$ cat config.mk
export PLATFORM = sky130hd
export DESIGN_NAME = fifo_wr_arbiter
export DESIGN_NICKNAME = d
export VERILOG_FILES = /design/src/rtl/fifo_arb_pkg.sv /design/src/rtl/fifo_wr_arbiter_rr_pick.sv /design/src/rtl/fifo_wr_arbiter.sv
export SDC_FILE = /design/constraint.sdc
export NUM_CORES = 1
export LEC_CHECK = 0
export CAP_MARGIN = 20
export CORE_AREA = 4 4 45 67
export DETAILED_ROUTE_END_ITERATION = 16
export DIE_AREA = 0 0 49 71
export GPL_ROUTABILITY_DRIVEN = 0
export PLACE_DENSITY_LB_ADDON = 0.2
export SLEW_MARGIN = 10
export SYNTH_ARGS = -nofsm -noshare
export SYNTH_HDL_FRONTEND = slang
export SYNTH_HIERARCHICAL = 1
export SYNTH_SLANG_ARGS = --single-unit
export TNS_END_PERCENT = 50
$ cat constraint.sdc
create_clock -name clk -period 4.2 [get_ports clk]
set_clock_uncertainty 0.1 [all_clocks]
set_input_delay 0.63 -clock clk [delete_from_list [all_inputs] [get_ports clk]]
set_output_delay 0.63 -clock clk [all_outputs]
set_load 0.02 [all_outputs]
$ cat src/rtl/fifo_arb_pkg.sv
// Shared types and default sizing for the FIFO write-port arbiter.
//   arb_state_t : arbiter FSM state (IDLE = no grant, HOLD = one owner granted)
//   DEF_*       : default data width, requester count and burst length
package fifo_arb_pkg;

  typedef enum logic {
    IDLE = 1'b0,
    HOLD = 1'b1
  } arb_state_t;

  localparam int DEF_X     = 4;
  localparam int DEF_N     = 4;
  localparam int DEF_BURST = 4;

endpackage

$ cat src/rtl/fifo_wr_arbiter_rr_pick.sv
// Round-robin picker: returns the first asserted request scanning
// ptr, ptr+1, ..., N-1, 0, ..., ptr-1. Purely combinational.
//   req   : per-requester request bits
//   ptr   : highest-priority index for this scan
//   valid : at least one request is asserted
//   idx   : index of the winning requester (0 when !valid)
module rr_pick
  import fifo_arb_pkg::*;
#(
  parameter  int N  = DEF_N,
  localparam int PW = $clog2(N)
) (
  input  logic [N-1:0]  req,
  input  logic [PW-1:0] ptr,
  output logic          valid,
  output logic [PW-1:0] idx
);

  int j;

  // Scan from the far end back toward ptr so the closest hit is the last
  // assignment and therefore wins, avoiding a separate "found" flag.
  always_comb begin
    valid = 1'b0;
    idx   = '0;
    j     = 0;
    for (int k = N - 1; k >= 0; k--) begin
      j = int'(ptr) + k;
      if (j >= N) j = j - N;
      if (req[PW'(j)]) begin
        valid = 1'b1;
        idx   = PW'(j);
      end
    end
  end

endmodule

$ cat src/rtl/fifo_wr_arbiter.sv
// Round-robin write arbiter sharing one FIFO write port between N producers.
// A grant lasts until the owner drops its request or BURST beats are written;
// a full FIFO stalls the grant without dropping or duplicating beats.
//   clk, rst   : clock, synchronous active-high reset
//   req        : per-requester request
//   req_data   : flattened data, requester i at [i*X +: X]
//   gnt        : one-hot grant decoded from registered owner, 0 when idle
//   ack        : one-hot, requester's beat is written this cycle
//   fifo_wr_en : FIFO write enable
//   fifo_din   : FIFO write data
//   fifo_full  : FIFO full flag
module fifo_wr_arbiter
  import fifo_arb_pkg::*;
#(
  parameter int X     = DEF_X,
  parameter int N     = DEF_N,
  parameter int BURST = DEF_BURST
) (
  input  logic           clk,
  input  logic           rst,
  input  logic [N-1:0]   req,
  input  logic [N*X-1:0] req_data,
  output logic [N-1:0]   gnt,
  output logic [N-1:0]   ack,
  output logic           fifo_wr_en,
  output logic [X-1:0]   fifo_din,
  input  logic           fifo_full
);

  localparam int PW = $clog2(N);
  localparam int CW = $clog2(BURST + 1);

  arb_state_t    state_q, state_d;
  logic [PW-1:0] owner_q, owner_d;
  logic [PW-1:0] ptr_q, ptr_d;
  logic [CW-1:0] beat_q, beat_d;

  logic          holding;
  logic          wr_ok;
  logic          release_c;
  logic [PW-1:0] owner_inc;
  logic [PW-1:0] pick_ptr;
  logic          pick_valid;
  logic [PW-1:0] pick_idx;

  assign holding   = (state_q == HOLD);
  assign wr_ok     = holding & req[owner_q] & ~fifo_full;
  assign release_c = holding & (~req[owner_q] | (wr_ok & (beat_q == CW'(BURST - 1))));
  assign owner_inc = (owner_q == PW'(N - 1)) ? '0 : owner_q + 1'b1;
  // On release the scan already starts past the old owner, so a handover
  // happens in the same cycle without an idle bubble.
  assign pick_ptr  = release_c ? owner_inc : ptr_q;

  rr_pick #(.N(N)) u_pick (
    .req   (req),
    .ptr   (pick_ptr),
    .valid (pick_valid),
    .idx   (pick_idx)
  );

  always_ff @(posedge clk) begin
    if (rst) begin
      state_q <= IDLE;
      owner_q <= '0;
      ptr_q   <= '0;
      beat_q  <= '0;
    end else begin
      state_q <= state_d;
      owner_q <= owner_d;
      ptr_q   <= ptr_d;
      beat_q  <= beat_d;
    end
  end

  always_comb begin
    state_d = state_q;
    owner_d = owner_q;
    ptr_d   = ptr_q;
    beat_d  = beat_q;
    case (state_q)
      IDLE: begin
        if (pick_valid) begin
          state_d = HOLD;
          owner_d = pick_idx;
          beat_d  = '0;
        end
      end
      HOLD: begin
        if (release_c) begin
          ptr_d = owner_inc;
          if (pick_valid) begin
            owner_d = pick_idx;
            beat_d  = '0;
          end else begin
            state_d = IDLE;
          end
        end else if (wr_ok) begin
          beat_d = beat_q + 1'b1;
        end
      end
      default: state_d = IDLE;
    endcase
  end

  always_comb begin
    gnt        = '0;
    ack        = '0;
    fifo_wr_en = 1'b0;
    fifo_din   = '0;
    if (holding) begin
      gnt[owner_q] = 1'b1;
      fifo_din     = req_data[int'(owner_q)*X +: X];
      // Reset kills the write immediately rather than waiting for the edge.
      if (wr_ok && !rst) begin
        fifo_wr_en   = 1'b1;
        ack[owner_q] = 1'b1;
      end
    end
  end

endmodule
Yosys cells after proc, flatten, opt, wreduce, memory -nomap -nowiden --
Index checks and enable logic that the tools add are counted.
Cells by class: add/subtract/negate cells 9, magnitude comparators 10, equal/unequal tests 4, shifts and indexed selects 1, muxes and demuxes 46, bitwise operators 8, reduce and logical (&&, ||, !) cells 3
Operators with widths (count):
- 2-to-1 mux 2 bit | 12
- 2-to-1 mux 1 bit | 18
- less-than comparator 2 x 4 -> 1 bit (second input constant) | 4
- 2-to-1 mux 4 bit | 4
- variable part select 16 x 5 -> 4 bit | 1
- binary-select mux 1 bit (select 2 bit) | 5
- >= comparator 3 bit (second input constant) | 3
- 2-to-1 mux 3 bit | 3
- subtractor 2 x 1 -> 2 bit (second input constant) | 4
- adder 2 x 2 -> 3 bit (second input constant) | 2
- one-hot mux 3 bit (2 select lines) | 1
- bitwise AND 1 bit | 4
- one-hot mux 2 bit (2 select lines) | 1
- adder 2 x 1 -> 3 bit (second input constant) | 1
- adder 3 x 1 -> 3 bit (second input constant) | 1
- equality test 3 x 2 -> 1 bit (second input constant) | 1
- >= comparator 2 x 3 -> 1 bit (second input constant) | 1
- less-than comparator 2 x 3 -> 1 bit (second input constant) | 1
- inequality test 3 x 1 -> 1 bit (second input constant) | 1
- NOT 1 bit | 3
- adder 2 x 1 -> 2 bit (second input constant) | 1
- demux 1 bit (select 2 bit) | 1
- equality test 2 bit (second input constant) | 1
- >= comparator 2 x 1 -> 1 bit (second input constant) | 1
- 5 further kinds | 6
Word-level totals: register bits after elaboration 8, input bits 23, output and inout bits 13, word-level logic and storage cells 85

Depth between registers and ports, before layout --
word-level depth 21, gate-level depth with buffers 10, gate-level depth less buffers 10

Hierarchy --
The synthesis kept the hierarchy.
Modules (own cells, without submodules):
- fifo_wr_arbiter | times used 1, cells each 72, area an instance 711.9 um2, sequential area each 160.2 um2
- rr_pick | times used 1, cells each 13, area an instance 77.6 um2, sequential area each 0.0 um2

Least setup slack after synthesis --
Ideal clock, no wire load.
path kind input to register, start point in req[3], end point reg owner_q[1], setup time 126 ps, arrival time 2130 ps, required time 3974 ps, path slack 1843 ps, stages on the path 8, path buffers 0, cells stage by stage mux4_2 -> a21boi_2 -> mux2_4 -> nor3b_1 -> a211oi_1 -> nor2_1 -> nand2b_1 -> mux2i_1
Between the ends: word-level cells in the longest chain between the ends 21, elaborated cells on any way between the ends 48, those cells by class add/sub (7); order compare (4); eq/ne (1); mux (30); bitwise (6)
Ends and longest elaborated chain:
- start: declaration | line fifo_wr_arbiter.sv:21 | input logic [N-1:0] req,
- binary-select mux 1 bit (select 2 bit) (*) | line fifo_wr_arbiter.sv:47, fifo_wr_arbiter.sv:48
- 2-to-1 mux 1 bit (not written as such) (*) | line fifo_wr_arbiter.sv:47, fifo_wr_arbiter.sv:48
- bitwise AND 1 bit (2 in series) | line fifo_wr_arbiter.sv:47 | assign wr_ok = holding & req[owner_q] & ~fifo_full;
- bitwise AND 1 bit | line fifo_wr_arbiter.sv:48 | assign release_c = holding & (~req[owner_q] | (wr_ok & (beat_q == CW'(BURST - 1))));
- bitwise OR 1 bit (*) | line fifo_wr_arbiter.sv:48
- bitwise AND 1 bit (*) | line fifo_wr_arbiter.sv:48
- 2-to-1 mux 2 bit (*)
- named net pick_ptr[0] | line fifo_wr_arbiter.sv:42 | logic [PW-1:0] pick_ptr;
- (+3 left out)
- binary-select mux 1 bit (select 2 bit) | line fifo_wr_arbiter_rr_pick.sv:30 | if (req[PW'(j)]) begin
- 2-to-1 mux 1 bit (not written as such) (2 in series) | line fifo_wr_arbiter_rr_pick.sv:30
- 2-to-1 mux 2 bit (3 in series) | line fifo_wr_arbiter_rr_pick.sv:30
- 2-to-1 mux 2 bit (*) | line fifo_wr_arbiter_rr_pick.sv:30
- named net pick_idx[1] | line fifo_wr_arbiter.sv:44 | logic [PW-1:0] pick_idx;
- 2-to-1 mux 2 bit (*) | line fifo_wr_arbiter.sv:82, fifo_wr_arbiter.sv:91
- 2-to-1 mux 2 bit | line fifo_wr_arbiter.sv:89 | if (release_c) begin
- one-hot mux 2 bit (2 select lines) (*) | line fifo_wr_arbiter.sv:80 | case (state_q)
- end signal: assignment | line fifo_wr_arbiter.sv:69 | owner_q <= owner_d;
- end: declaration | line fifo_wr_arbiter.sv:34 | logic [PW-1:0] owner_q, owner_d;
Mark *: on every way through the listed nets, which the timed path passes. The rest lies on a longest branch. The select of a mux whose other input is x is not followed. A chain may end at the register's enable or synchronous reset.

Final worst setup path --
start point in req[3], end point out ack[3]
Between the ends: word-level cells in the longest chain between the ends 7
Ends and longest elaborated chain:
- binary-select mux 1 bit (select 2 bit) | line fifo_wr_arbiter.sv:47
- 2-to-1 mux 1 bit (not written as such) | line fifo_wr_arbiter.sv:47
- bitwise AND 1 bit (2 in series) | line fifo_wr_arbiter.sv:47
- logical AND 1 bit | line fifo_wr_arbiter.sv:114 | if (wr_ok && !rst) begin
- 2-to-1 mux 4 bit | line fifo_wr_arbiter.sv:114
- 2-to-1 mux 4 bit | line fifo_wr_arbiter.sv:110 | if (holding) begin
- end: declaration | line fifo_wr_arbiter.sv:24 | output logic [N-1:0] ack,
Every way passes these cells. The select of a mux whose other input is x is not followed.

==> impl_results.rst <==
.. list-table::
   :header-rows: 1

   * - Metric
     - Value
   * - Cell area power density
     - approximately 240 nW/um2
   * - Launch point of the worst hold path
     - beat_q[2]$_SDFFE_PP0P_
   * - Slew Viols, Final
     - 0
   * - CTS resizes
     - 0
   * - Category of the worst setup path launch point
     - input pin
   * - Via count of the first global-routing pass
     - 742
   * - Fin Setup TNS
     - 0 ns
   * - Worst-margin pin slew
     - between 0.5 and 0.6 ns
   * - Count of antenna-violating nets left after detailed routing
     - 0
   * - Final setup fails
     - 0
   * - Worst path max stage delay
     - 0.54 ns
   * - Number of nets at the end of the flow
     - 150
   * - Fraction of final layout cells with drive strength greater than 1
     - between 10% and 20%
   * - Gate count of the mapped netlist
     - between 80 and 90
   * - CTS root buffer
     - clkbuf_4
   * - Hold_buf cts
     - 0
   * - Port-buffer cells
     - 35
   * - Register bit total from synthesis
     - 8
   * - CORE AREA
     - roughly 2400 um2
   * - Post-detailed-placement half-perimeter wirelength
     - 1590 um
   * - Post-synth design cell area
     - between 700 and 800 um2
   * - Post-route DRC
     - 0
   * - Syn nets
     - between 100 and 150
   * - Reg-to-reg endpoint
     - owner_q[1]$_SDFFE_PP0P_
   * - Final Worst Setup Slack
     - about 1.0 ns
   * - Total GRT Usage
     - between 10% and 20%
   * - Worst Hold Endpoint
     - beat_q[2]$_SDFFE_PP0P_
   * - Synthesized area divided by synthesized cell count
     - between 9 and 10 um2
   * - Power, Total
     - 287 uW
   * - Number of hold violations in the final report
     - 0
   * - Max cap viols
     - 0
   * - Static leakage
     - approximately 0.44 nW
   * - Worst R2R Path Depth
     - 8
   * - Status
     - finished clean
   * - H-Tree Level Count
     - 1
   * - Most frequent standard cell in the layout excluding fill and tap cells
     - clkdlybuf4s50_1
   * - Highest-count cells in the layout ignoring fill and taps
     - 35 x clkdlybuf4s50_1, 8 x nand2b_1, 8 x and2_1, 8 x dfxtp_1, 7 x nor2_1
   * - Crit Path Class
     - in2out
   * - Die Span X
     - about 49 um
   * - Worst hold-check path type
     - reg2reg
   * - Post-CTS setup buffers
     - 0
   * - Arrival time of the worst setup path
     - about 2.5 ns
   * - Most used cell along the critical path
     - clkdlybuf4s50_1
   * - Wire length of the first global-routing pass
     - 3100 um
   * - Proportion of synthesized chip area in sequential cells
     - around a fifth
   * - Cell row count
     - 22
   * - Worst-path maximum fanout
     - 6
   * - Initial DRT Pass Iterations
     - 3
   * - Ant diodes
     - 0
   * - Worst hold path cell count
     - 1
   * - Number of library cell types mapped by synthesis
     - 30
   * - Total die area
     - about 3500 um2
   * - Time the worst path needs with I/O delays and setup
     - 3.19 ns
   * - Total clock buffers created by CTS
     - 3
   * - Maximum number of pins on one net before global-route repair
     - 14
   * - Initial antenna violation count
     - 0
   * - Remaining global-route overflow
     - 0
   * - Largest buffer count on any clock path
     - 2
   * - Sequence of cells on the critical path
     - clkdlybuf4s50_1, mux4_2, nand3_1, nor2b_1, clkdlybuf4s50_1
   * - Slowest library cell on the worst path
     - clkdlybuf4s50_1
   * - Die span in y
     - around 71 um
   * - Count of non-filler cells in the finished layout
     - 143
   * - Final period utilization
     - 75.9%
   * - Crit path capture type
     - primary output
   * - Register-to-register path setup slack
     - 1.55 ns
   * - FILL cells
     - 236
   * - Syn-to-layout area delta
     - 48.5%
   * - Setup slack after placement
     - ~1 ns
   * - Reg2reg start
     - owner_q[0]$_SDFFE_PP0P_
   * - Wirelength per Cell
     - ~13 um
   * - First-iteration detailed-routing DRC count
     - 5
   * - Synth warn
     - 6
   * - Effective utilization at floorplan
     - between 30% and 40%
   * - CP Data Required Time
     - approximately 3.5 ns
   * - Vias per cell
     - ~5.3
   * - Instance count after placement with tap cells included
     - 140
   * - Clock tree from TritonCTS
     - yes
   * - Worst IR drop on VDD
     - around 210 uV
   * - Count of pins on the block boundary
     - 36
   * - Total vias in the final route
     - 754
   * - Clock Latency Late Sink
     - about 0.25 ns
   * - Timing-limited maximum frequency
     - between 300 and 400 MHz
   * - Max-slew headroom
     - a little over 60%
   * - Setup repair after global routing missed its margin
     - false
   * - Clk sink count
     - 8
   * - Total wirelength of the detailed-routed design
     - approximately 1800 um
   * - Post-CTS clock slew at the launch and capture registers of the worst setup and hold paths
     - about 0.060 ns
## kinds of logic (layout without fill, tap and decap cells)
group | count (synthesis) | in the layout | synth area share [%]
compound gates | 12 | 12 | 13.6
fa+ha+maj | 6 | 6 | 9.51
buf+inv | 8 | 42 | 4.44
flops | 8 | 8 | 20.3
mux | 12 | 12 | 24.4
simple gates | 39 | 39 | 27.7
## power breakdown
group          internal (mW)  switching [mW]
Clock                 0.0326          0.0252
Sequential            0.0822          0.0144
Combinational         0.0795          0.0531
## state kept, by name (all words and copies together), names as in the netlist
signal,cells
holding,1
ptr_q,2
owner_q,2
beat_q,3
## critical path: cells and delay by family
kind          cells  cell delay (ns)
simple gates      2             0.27
mux               1             0.53
buf+inv           2             1.03
## metal layers
layer / vias up / routed length (um) / share of wire (%) / track usage [%]
met5: - / 0 / 0 / 0
met4: 0 / 0 / 0 / 3.29
met3: 0 / 160 / 8.7 / 3.16
met2: 28 / 964 / 52 / 19.6
met1: 359 / 721 / 39 / 11.6
li1: 367 / - / - / -
## synthesized netlist by cell type, drive strengths merged
cell type  n  share of area, %
nand2b     8               6.3
inv        4               1.9
and2b      2               1.9
ha         6               9.5
a21oi      2               1.3
mux2       2               3.8
dfxtp      8                20
o32ai      1               2.1
a32o       1               1.3
nand2      4               1.9
buf        2               1.6
nor3b      1              0.95
nor3       1              0.63
mux2i      5               6.3
o2bb2ai    2               2.2
or2        1              0.79
a211oi     2               2.5
nand3b     1              0.95
nor2b      5               4.0
a21boi     2               2.4
clkbuf     2              0.95
nor2       7               3.3
o22ai      1              0.79
a22o       1               1.1
nand3      1              0.63
and2       8               6.3
mux4       5                14
## stage by stage
stage | hold slack, ns | utilization [%] | cell area (um2)
2_1_floorplan | 0.332 | - | 790
5_1_grt | 0.406 | 48.4 | 1170
6_report | 0.362 | 48.4 | 1170
3_5_place_dp | 0.357 | 47.5 | 1150
3_3_place_gp | 0.347 | 47.5 | 1150
4_1_cts | 0.370 | 48.4 | 1170
## cell type report
type	count	area, um2	area share (%)
sequential	8	160	13.7
clock buffer	3	22.5	1.92
inverter	4	15.0	1.28
multi-input combinational	69	594	50.7
tap	24	30.0	2.56
timing repair buffer	35	350	29.9
## worst max-delay path by stage
| stage | endpoint | from |
|---|---|---|
| 3_5_place_dp | ack[3] | req[3] |
| 5_1_grt | ack[3] | req[3] |
| 2_1_floorplan | owner_q[1]$_SDFFE_PP0P_ | req[3] |
| 6_report | ack[3] | req[3] |
| 4_1_cts | ack[3] | req[3] |
| 3_3_place_gp | ack[3] | req[3] |
Power figures use the tool's default switching activity.
